<file path="src/rtl/mult_pkg.sv">
// Shared types and constants for the signed shift-add multiplier control path.
package mult_pkg;

    localparam int unsigned MULT_WIDTH = 8;

    typedef enum logic [2:0] {
        IDLE  = 3'd0,
        CLR   = 3'd1,
        ADD   = 3'd2,
        SHIFT = 3'd3,
        DONE  = 3'd4
    } mult_state_t;

endpackage : mult_pkg

</file>
<file path="src/rtl/multiplier_control.sv">
// Sequencing FSM for the signed shift-add multiplier: one conditional
// add/sub plus one arithmetic shift per multiplier bit, subtract on the last.
module multiplier_control
    import mult_pkg::*;
#(
    parameter int unsigned WIDTH = MULT_WIDTH
) (
    input  logic Clk,
    input  logic Reset_n,
    input  logic Run,
    input  logic ClearA_LoadB,
    input  logic M,
    output logic Clr_XA,
    output logic Ld_XA,
    output logic Ld_B,
    output logic Shift_En,
    output logic Add,
    output logic Sub,
    output logic Done
);

    localparam int unsigned      CNT_W = (WIDTH > 1) ? $clog2(WIDTH) : 1;
    localparam logic [CNT_W-1:0] LAST  = CNT_W'(WIDTH - 1);

    mult_state_t      state_q, state_d;
    logic [CNT_W-1:0] cnt_q, cnt_d;

    // State and iteration counter; reset abandons any product in flight.
    always_ff @(posedge Clk or negedge Reset_n) begin
        if (!Reset_n) begin
            state_q <= IDLE;
            cnt_q   <= '0;
        end else begin
            state_q <= state_d;
            cnt_q   <= cnt_d;
        end
    end

    // Next-state, counter update and strobe decode (decoded straight from state).
    always_comb begin
        state_d  = state_q;
        cnt_d    = cnt_q;
        Clr_XA   = 1'b0;
        Ld_XA    = 1'b0;
        Ld_B     = 1'b0;
        Shift_En = 1'b0;
        Add      = 1'b0;
        Sub      = 1'b0;
        Done     = 1'b0;

        unique case (state_q)
            IDLE: begin
                if (Run) begin
                    state_d = CLR;
                end else if (ClearA_LoadB) begin
                    // Load strobes stay quiet while reset is held.
                    Clr_XA = Reset_n;
                    Ld_B   = Reset_n;
                end
            end
            CLR: begin
                Clr_XA  = 1'b1;
                cnt_d   = '0;
                state_d = ADD;
            end
            ADD: begin
                if (M) begin
                    Ld_XA = 1'b1;
                    if (cnt_q == LAST) begin
                        Sub = 1'b1;
                    end else begin
                        Add = 1'b1;
                    end
                end
                state_d = SHIFT;
            end
            SHIFT: begin
                Shift_En = 1'b1;
                if (cnt_q == LAST) begin
                    state_d = DONE;
                end else begin
                    cnt_d   = cnt_q + CNT_W'(1);
                    state_d = ADD;
                end
            end
            DONE: begin
                Done = 1'b1;
                if (!Run) begin
                    state_d = IDLE;
                end
            end
            default: begin
                state_d = IDLE;
            end
        endcase
    end

endmodule : multiplier_control

</file>
<file path="config.mk">
export PLATFORM = sky130hd
export DESIGN_NAME = multiplier_control
export DESIGN_NICKNAME = d
export VERILOG_FILES = /design/src/rtl/mult_pkg.sv /design/src/rtl/multiplier_control.sv
export SDC_FILE = /design/constraint.sdc
export NUM_CORES = 1
export LEC_CHECK = 0
export BUFFER_PORTS_ARGS = -buffer_cell sky130_fd_sc_hd__buf_2
export CAP_MARGIN = 20
export CORE_AREA = 4 4 41 43
export CTS_CLUSTER_DIAMETER = 150
export DETAILED_ROUTE_END_ITERATION = 10
export DIE_AREA = 0 0 45 47
export HOLD_SLACK_MARGIN = 0.15
export SYNTH_ARGS = -nofsm -noshare
export SYNTH_HDL_FRONTEND = slang
export SYNTH_SLANG_ARGS = --single-unit
</file>
<file path="constraint.sdc">
create_clock -name Clk -period 2.03 [get_ports Clk]
set_input_delay 0.406 -clock Clk [delete_from_list [all_inputs] [get_ports Clk]]
set_output_delay 0.406 -clock Clk [all_outputs]
set_load 0.1 [all_outputs]
</file>
# Word level (Yosys, flattened, before mapping)
# Index checks and enable logic that the tools add are counted.
[word_totals] word_cells=35 input_bits=5 output_inout_bits=7 reg_bits=6
[op_classes] n_addsub=1 reduce_logical=4 n_eq_ne=8 muxes=20
[ops] cell="case mux 3 bit (5 select lines)" count=1
[ops] cell="2-to-1 mux 1 bit" count=13
[ops] cell="2-to-1 mux 3 bit" count=4
[ops] cell="== test 3 x 2 -> 1 bit, second input constant" count=2
[ops] cell="== test 3 bit, second input constant" count=2
[ops] cell="inequality test 2 bit, second input constant" count=3
[ops] cell="case mux 3 bit (2 select lines)" count=1
[ops] cell="AND reduction 2 bit" count=2
[ops] cell="adder 3 x 1 -> 3 bit, second input constant" count=1
[ops] cell="== test 3 x 1 -> 1 bit, second input constant" count=1
[ops] cell="logical NOT 3 bit" count=1
[ops] cell="case mux 1 bit (2 select lines)" count=1
[ops] cell="nonzero test 2 bit" count=1

# Longest topological paths before layout
[logic_depth] word_depth=4 ltp_mapped=5 depth_no_buf=5

# Least setup slack after synthesis
# OpenSTA, ideal clock, no wires.
[synth_timing] path_kind="register to output" from="reg cnt_q[0]" to="out Add" t_arrival_ns=3.732 path_stages_with_launch=4 t_required_ns=1.624 n_path_buf=0 slack_ns=-2.108 cell_sequence="dfrtp_1 -> ha_1 -> ha_1 -> nor4_1"
[synth_via] elab_chain_cells=4
[synth_rtl] element="from (decl)" line_no="multiplier_control.sv:26" text="logic [CNT_W-1:0] cnt_q, cnt_d;"
[synth_rtl] element="from (signal assigned)" line_no="multiplier_control.sv:35" text="cnt_q <= cnt_d;"
[synth_rtl] element="== test 3 bit" line_no="multiplier_control.sv:69" text="if (cnt_q == LAST) begin"
[synth_rtl] element="2-to-1 mux 1 bit" line_no="multiplier_control.sv:69"
[synth_rtl] element="2-to-1 mux 1 bit" line_no="multiplier_control.sv:67" text="if (M) begin"
[synth_rtl] element="2-to-1 mux 1 bit" line_no="multiplier_control.sv:51" text="unique case (state_q)"
[synth_rtl] element="to (decl)" line_no="multiplier_control.sv:17" text="output logic Add,"
# Every way passes these cells.

# Worst setup path after layout
[layout_timing] from="reg cnt_q[1]" to="out Sub"
[layout_via] elab_chain_cells=4
[layout_rtl] element="== test 3 bit" line_no="multiplier_control.sv:69"
[layout_rtl] element="2-to-1 mux 1 bit" line_no="multiplier_control.sv:69"
[layout_rtl] element="2-to-1 mux 1 bit" line_no="multiplier_control.sv:67"
[layout_rtl] element="2-to-1 mux 1 bit" line_no="multiplier_control.sv:51"
[layout_rtl] element="to (decl)" line_no="multiplier_control.sv:18" text="output logic Sub,"
# Every way passes these cells.

==> flow_summary.yaml <==
sta:
  skew_ns: 0.000822
  clock.fmax_ghz: 0.511
  post-route-period-util: 0.963
  finalHoldViolCount: 0
  slew_viol_final: 0
  relSlewSlack: 0.680
  worst_slew_pin_slew_ns: 0.484
  setup_viol: 0
  rsz0062_at_grt: "false"
  fin_crit_ns: 1.96
  holdWs_ns: 0.429
worst_setup_path:
  worst_ep_required_time_ns: 1.62
  crit_path_start_kind: "flip-flop"
  criticalPathCategory: "reg2out"
  end_kind: "output pin"
  cp_max_fo: 5
  cp_data_arrival_time_ns: 1.55
clock_tree:
  clk_pin_slew_worst_paths_ns: 0.04
  htreeDepth: 1
  cts_tree: "done"
  cts_sinks: 6
  worstSkewPairLatency_ns: 0.24
  clock_path_buffers: 2
  cts-buffers-inserted: 3
  root_buffer: "clkbuf_4"
  postCtsSetupBuffers: 0
layout:
  final_common_cell: "dfrtp_1"
  syn2layout_area_growth_pct: 67.4
  fillers: 134
  nets: 58
  fin_cells: 64
  final_cell_mix: "dfrtp_1, buf_2, buf_12"
  drive_gt1_frac: 0.592
  num_antenna_cells: 0
die:
  die-area_um2: 2120
  fp.dieH_um: 47
  coreArea_um2: 1300
  boundaryPins: 12
  rows: 13
  start_util: 0.280
  dieWidth_um: 45
yosys:
  synth_cell_types: 20
  ys_top_cells_by_area: "dfrtp_1, ha_1, buf_6"
  ys_ff_latch: 6
  synth_area_leader_cell: "dfrtp_1"
  synth_cells: 35
  postSynthAreaPerCell_um2: 10.4
  syn_nets: 42
  syn_area_um2: 364
  ys_warn_count: 0
  seq_area_frac_synth: 0.412
  yosys.area.top_type_share: 0.412
detailed_routing:
  post_drt_wl_per_cell_um: 12.4
  drt_pre_antenna_iters: 2
  drcViolationCount: 0
  routed_wirelength_um: 792
  vias_per_cell: 4.95
  ant_nets: 0
  drt_iter0_markers: 4
  via_count: 317
global_routing:
  grt_pass1_wl_um: 1350
  grt_pass1_vias: 338
  gr-total-overflow: 0
  grt_start_max_net_pins: 10
  grt_use_total: 0.0894
  grt_antenna_before_repair: 0
run:
  maxCapViolCount: 0
run_status:
  outcome: "complete, no violations"
placed_design:
  hpwl_um: 648
  place_inst: 60
  gp_congestion: 0.674
  io_buffers: 11
hold_path:
  hold_path_class: "in2reg"
==> state kept, by name (all words and copies together) (netlist names) <==
name     cells
state_q      3
cnt_q        3
==> area by class of cell <==
class / count / area [µm²] / share of cell area
Tap cell: 15 / 18.8 / 0.0308
Inverter: 1 / 3.75 / 0.00616
Timing Repair Buffer: 14 / 158 / 0.259
Multi-Input combinational cell: 25 / 256 / 0.421
Clock buffer: 3 / 22.5 / 0.0370
Sequential cell: 6 / 150 / 0.246
==> through the flow <==
step                      area (µm²)  setup slack (ns)  TNS (ns)  utilization
final                            609            0.0745         0        0.468
after CTS                        607            0.0213         0        0.466
after global routing             609           0.00710         0        0.468
after floorplan                  438            -0.211    -0.528            -
after detailed placement         574             0.286         0        0.441
after global placement           574             0.326         0        0.441
==> layer usage <==
| metal | global-route usage | wire length [µm] | vias up |
|---|---|---|---|
| li1 | - | - | 157 |
| met4 | 0.0702 | 0 | 0 |
| met2 | 0.150 | 412 | 6 |
| met5 | 0 | 0 | - |
| met1 | 0.103 | 358 | 154 |
| met3 | 0.0115 | 21 | 0 |
==> cells in the mapped netlist <==
cell type	number
buf_6	2
dfrtp_1	6
and2b_2	1
nor3b_1	2
nor2_1	2
ha_1	2
a22o_2	2
nor4_1	1
nand3b_1	1
inv_1	1
o21ai_0	1
buf_2	1
a32o_1	1
nand2_1	2
nor3_1	4
nor2b_4	1
mux2_2	1
nand3_1	2
a31oi_1	1
and3b_1	1
==> critical path: stages (launching register included) <==
cell and delay [ns]:
dfrtp_1 0.39, ha_2 0.21, ha_4 0.18, and2b_2 0.20
nor3b_4 0.15, buf_12 0.18
==> worst paths after layout <==
path | from | end | slack [ns] | cells past startpoint
worst min register to register | cnt_q[1]$_DFFE_PN0P_ | cnt_q[1]$_DFFE_PN0P_ | 0.53 | 1
worst max-delay path | cnt_q[1]$_DFFE_PN0P_ | Sub | 0.07 | 5
worst max register to register | cnt_q[1]$_DFFE_PN0P_ | cnt_q[0]$_DFFE_PN0P_ | 0.66 | 5
min in group asynchronous | Reset_n | state_q[1]$_DFFE_PN0P_ | 0.60 | 2
max in group asynchronous | Reset_n | cnt_q[0]$_DFFE_PN0P_ | 1.22 | 2
worst min-delay path | Run | state_q[2]$_DFFE_PN0P_ | 0.43 | 2
==> logic make-up (layout without fill, tap and decap cells) <==
| logic type | Yosys count | in the layout | share of synthesized area |
|---|---|---|---|
| AO/OA/AOI/OAI | 5 | 5 | 0.113 |
| adder cells (fa/ha/maj) | 2 | 2 | 0.0687 |
| buffers and inverters | 4 | 18 | 0.0859 |
| flip-flops | 6 | 6 | 0.412 |
| multiplexers | 1 | 1 | 0.0309 |
| AND/OR/NAND/NOR | 17 | 17 | 0.289 |
==> timing repair <==
action,4_1_cts,5_1_grt
gates resized for setup,0,1
hold endpoints to repair,6,0
endpoints found under the setup margin,0,1
hold buffers,1,0
Power is left out: the tool's default activity adds up to more than one toggle a clock period on the data nets, which glitch-free logic cannot reach.
